File: src/rtl/operand_fwd_mux.sv
// operand_fwd_mux: resolves source operands from the EX/MEM/WB bypass network and holds them for EX.
// Forwarding is enabled by defining OPERAND_FWD_EN; without it every in-flight write match stalls.
module operand_fwd_mux #(
  parameter int DW      = 32,
  parameter int NUM_OPS = 2
) (
  input  logic                  clk,
  input  logic                  rst,
  input  logic                  id_valid,
  output logic                  id_ready,
  input  logic [NUM_OPS*5-1:0]  id_rs,
  input  logic [NUM_OPS*DW-1:0] id_rf_data,
  input  logic                  ex_wr,
  input  logic                  mem_wr,
  input  logic                  wb_wr,
  input  logic [4:0]            ex_rd,
  input  logic [4:0]            mem_rd,
  input  logic [4:0]            wb_rd,
  input  logic [DW-1:0]         ex_data,
  input  logic [DW-1:0]         mem_data,
  input  logic [DW-1:0]         wb_data,
  input  logic                  ex_is_load,
  input  logic                  ex_ready,
  input  logic                  flush,
  output logic                  out_valid,
  output logic [NUM_OPS*DW-1:0] out_ops,
  output logic                  stall,
  output logic [1:0]            stall_cnt
);
  typedef enum logic {RUN, STALL} state_t;
  state_t state, state_n;
  logic [NUM_OPS*DW-1:0] res;
  logic [NUM_OPS-1:0] haz;
  logic [1:0] cnt_n;
  genvar i;
  for (i = 0; i < NUM_OPS; i++) begin : g_op
    logic [4:0] rs;
    logic ex_m, mem_m, wb_m;
    assign rs    = id_rs[5*i +: 5];
    assign ex_m  = ex_wr && ex_rd == rs;
    assign mem_m = mem_wr && mem_rd == rs;
    assign wb_m  = wb_wr && wb_rd == rs;
`ifdef OPERAND_FWD_EN
    // A load in EX has no data yet, so it is skipped here and stalls instead.
    assign res[DW*i +: DW] = rs == 5'd0 ? '0 :
                             ex_m && !ex_is_load ? ex_data :
                             mem_m ? mem_data :
                             wb_m ? wb_data : id_rf_data[DW*i +: DW];
    assign haz[i] = rs != 5'd0 && ex_m && ex_is_load;
`else
    assign res[DW*i +: DW] = rs == 5'd0 ? '0 : id_rf_data[DW*i +: DW];
    assign haz[i] = rs != 5'd0 && (ex_m || mem_m || wb_m);
`endif
  end
`ifndef OPERAND_FWD_EN
  logic unused_fwd;
  assign unused_fwd = ^{ex_data, mem_data, wb_data, ex_is_load};
`endif
  assign stall    = id_valid && |haz;
  assign id_ready = !rst && !stall && (ex_ready || !out_valid);
  always_comb begin
    state_n = stall && !flush ? STALL : RUN;
    cnt_n   = state_n == RUN ? 2'd0 : state == RUN ? 2'd1 :
              stall_cnt == 2'd3 ? 2'd3 : stall_cnt + 2'd1;
  end
  always_ff @(posedge clk) begin
    if (rst) begin
      state     <= RUN;
      stall_cnt <= 2'd0;
      out_valid <= 1'b0;
      out_ops   <= '0;
    end else begin
      state     <= state_n;
      stall_cnt <= cnt_n;
      if (flush) out_valid <= 1'b0;
      else if (id_valid && id_ready) begin
        out_valid <= 1'b1;
        out_ops   <= res;
      end else if (ex_ready) out_valid <= 1'b0;
    end
  end
endmodule

File: config.mk
export PLATFORM = sky130hd
export DESIGN_NAME = operand_fwd_mux
export DESIGN_NICKNAME = d
export VERILOG_FILES = /design/src/rtl/operand_fwd_mux.sv
export SDC_FILE = /design/constraint.sdc
export NUM_CORES = 1
export LEC_CHECK = 0
export BUFFER_PORTS_ARGS = -buffer_cell sky130_fd_sc_hd__buf_2
export CORE_AREA = 2 2 103 105
export DETAILED_ROUTE_END_ITERATION = 16
export DIE_AREA = 0 0 105 107
export HOLD_SLACK_MARGIN = 0.08
export PLACE_DENSITY = 0.67
export RECOVER_POWER = 25
export SLEW_MARGIN = 10
export SYNTH_ARGS = -nofsm -noshare
export SYNTH_HDL_FRONTEND = slang
export SYNTH_SLANG_ARGS = --single-unit
File: constraint.sdc
create_clock -name clk -period 3.9 [get_ports clk]
set_clock_uncertainty 0.1 [all_clocks]
set_input_delay 0.975 -clock clk [delete_from_list [all_inputs] [get_ports clk]]
set_output_delay 0.975 -clock clk [all_outputs]
set_load 0.02 [all_outputs]
==> results.yml <==
global_route:
  first_global_vias: 2921
  grt_util_all_layers: 0.147
  grt_overflow: 0
  grt_pass1_wl_um: 13400
  grt_max_degree: 36
  antenna_found_initial: 0
route:
  drtIter0Drc: 97
  postRouteAntennaNets: 0
  vias: 2923
  wl_per_cell_um: 12.9
  totalWireLength_um: 8360
  drc: 0
  via_per_inst: 4.52
  first_pass_iters: 4
clock_tree:
  htreeDepth: 3
  cts-hold-fix-buffers: 0
  path_clk_slew_ps: 70
  clock-sinks: 68
  cts_made_buffers: 9
  cts_tree: "built"
  clockBufferDepth: 2
  clock_latency_ps: 330
  cts_resized: 0
  cts_root_buf: "clkbuf_8"
  post_cts_buffers: 0
layout:
  nets: 700
  final_common_cell: "buf_2"
  fin_area_mm2: 0.00435
  diodes: 0
  area_growth_pct: 29.8
  fill_cells: 1090
  drive_above_1_share: 0.313
  utilization: 0.431
  most-common-layout-cells: "buf_2 (131), dfxtp_1 (68), nand2_1 (67)"
power:
  power_frac_comb: 0.179
  p_seq_frac: 0.462
  p_int_uw: 1190
  p_sw_frac: 0.274
  netSwitchingPower_uw: 450
  vdd_drop_max_mv: 0.195
  clkPwrFrac: 0.360
  pwr_density_cell_mw_per_mm2: 377
  p_leak_uw: 0.00243
logic_synthesis:
  synth_edf_count: 0
  syn-num-nets: 537
  yosysSeqAreaShare: 0.406
  synthArstFlopShare: 0
  synth-seq-cells: 68
  syn_avg_cell_area_um2: 9.78
  ys_types: 28
  yosys_warnings: 0
  synth_flop_cell: "dfxtp_1"
  synth_top_area_cell: "dfxtp_1"
  synth_top_cell_area_share: 0.406
  synth.area.top_cells: "dfxtp_1 (41%), mux2i_1 (19%), nand2b_1 (12%)"
  synthCells: 343
  netlist_area_mm2: 0.00335
floorplanning:
  dieArea_mm2: 0.0112
  rows: 37
  die_w_um: 105
  coreArea_mm2: 0.0101
  initial_core_util: 0.332
  die_y_um: 107
  io_pins: 263
worst_setup_path:
  crit_top_cell: "buf_2"
  worstPathCellList: "buf_2 -> nor3_2 -> nand2_2 -> buf_4 -> nand4_1 -> and4_4 -> nand2_1 -> a221oi_1 -> buf_2"
  cp_data_required_time_ps: 2820
  cp-end-kind: "output pin"
  worst_path_largest_cell_delay_ps: 250
  cp.depth: 9
  rrSetupSlack_ps: 2370
  r2r_cells: 4
  r2r-start: "out_valid"
  arrival_ps: 2480
  slowest_stage: "and4_4"
  crit_start: "id_rs[1]"
  path_class: "primary input to output pin"
  cp_top_family: "simple AND/OR/NAND/NOR gates"
  path_max_fanout: 11
  cp-start-kind: "primary input"
  crit_buf_inv: 3
min_path:
  hold_path_class: "flip-flop to flip-flop"
  min_path_cells: 2
  hold_start: "out_ops[13]"
timing:
  fin_setup_tns_ps: 0
  max_slew_margin: 0.680
  fin_crit_ps: 3550
  setup_ws_ps: 348
  finalSetupViolations: 0
  fmax_ghz: 0.282
  worst_slew_pin_slew_ps: 480
  finalHoldViolations: 0
  slew_violations: 0
  hold_slack_ps: 377
  rsz0062_at_grt: "false"
  period_share: 0.911
placed_design:
  post-place-ws_ps: 318
  place.gp.congestion: 0.852
  place.port_buffers: 165
  dpl_cell_area_mm2: 0.00419
  hpwl_um: 6350
outcome:
  status: "finished, final reports clean"
run:
  maxCapViolCount: 0
## final cells by class
cell class | instances | area (um2) | share of cell area
Sequential cell | 68 | 1360 | 0.313
Tap cell | 136 | 170 | 0.0391
Clock buffer | 12 | 155 | 0.0357
Timing Repair Buffer | 172 | 848 | 0.195
Multi-Input combinational cell | 254 | 1770 | 0.406
Clock inverter | 4 | 47.5 | 0.0109
Inverter | 1 | 3.75 | 0.000863
## kinds of logic after synthesis
| group | synth area share |
|---|---|
| AND/OR/NAND/NOR | 0.238 |
| buffers and inverters | 0.0698 |
| AO/OA/AOI/OAI | 0.0172 |
| flip-flops | 0.406 |
| XOR/XNOR | 0.0784 |
| multiplexers | 0.191 |
## flip-flops by register name, indices dropped and copies added (netlist names)
signal	cells
state	1
out_ops	64
out_valid	1
stall_cnt	2
## routing by layer
layer / global-route usage / vias up / part of all wire
li1: - / 1450 / -
met1: 0.167 / 1351 / 0.42
met2: 0.257 / 107 / 0.49
met3: 0.0498 / 15 / 0.073
met4: 0.0543 / 0 / 0.017
met5: 0 / - / 0
## worst min-delay path, cell delays in order, from the launching register on
cell	delay, ps
dfxtp_1	310
nand2b_1	60
mux2i_1	60
## Yosys cell counts (all sizes together), types with 2 or more instances
cell type,number
nor3,2
nand3,2
nand4,4
clkbuf,5
dfxtp,68
buf,8
xnor2,6
nor2,3
a21oi,2
dlygate4sd3,6
xor2,24
nor4,6
and4,2
nand2,69
mux2i,64
nand2b,64
## per-stage QoR
step / power (uW) / cells
global route: 1730 / 647
floorplan: 960 / 343
finish: 1640 / 647
global placement: 1070 / 631
detailed placement: 1080 / 631
CTS: 1670 / 647
## path summary, 6_finish.rpt
check	endpoint
hold reg to reg	out_ops[13]
setup / recovery	id_ready
setup reg to reg	out_ops[27]
hold / removal	out_ops[13]
## power by group through the flow
stage	clock network [uW]	logic [uW]	registers, uW
after floorplan	0	134	825
after global placement	0	295	771
after detailed placement	0	303	773
after CTS	612	304	758
after global routing	648	321	763
final	591	294	758
No activity file was read; power rests on OpenSTA's default activity.
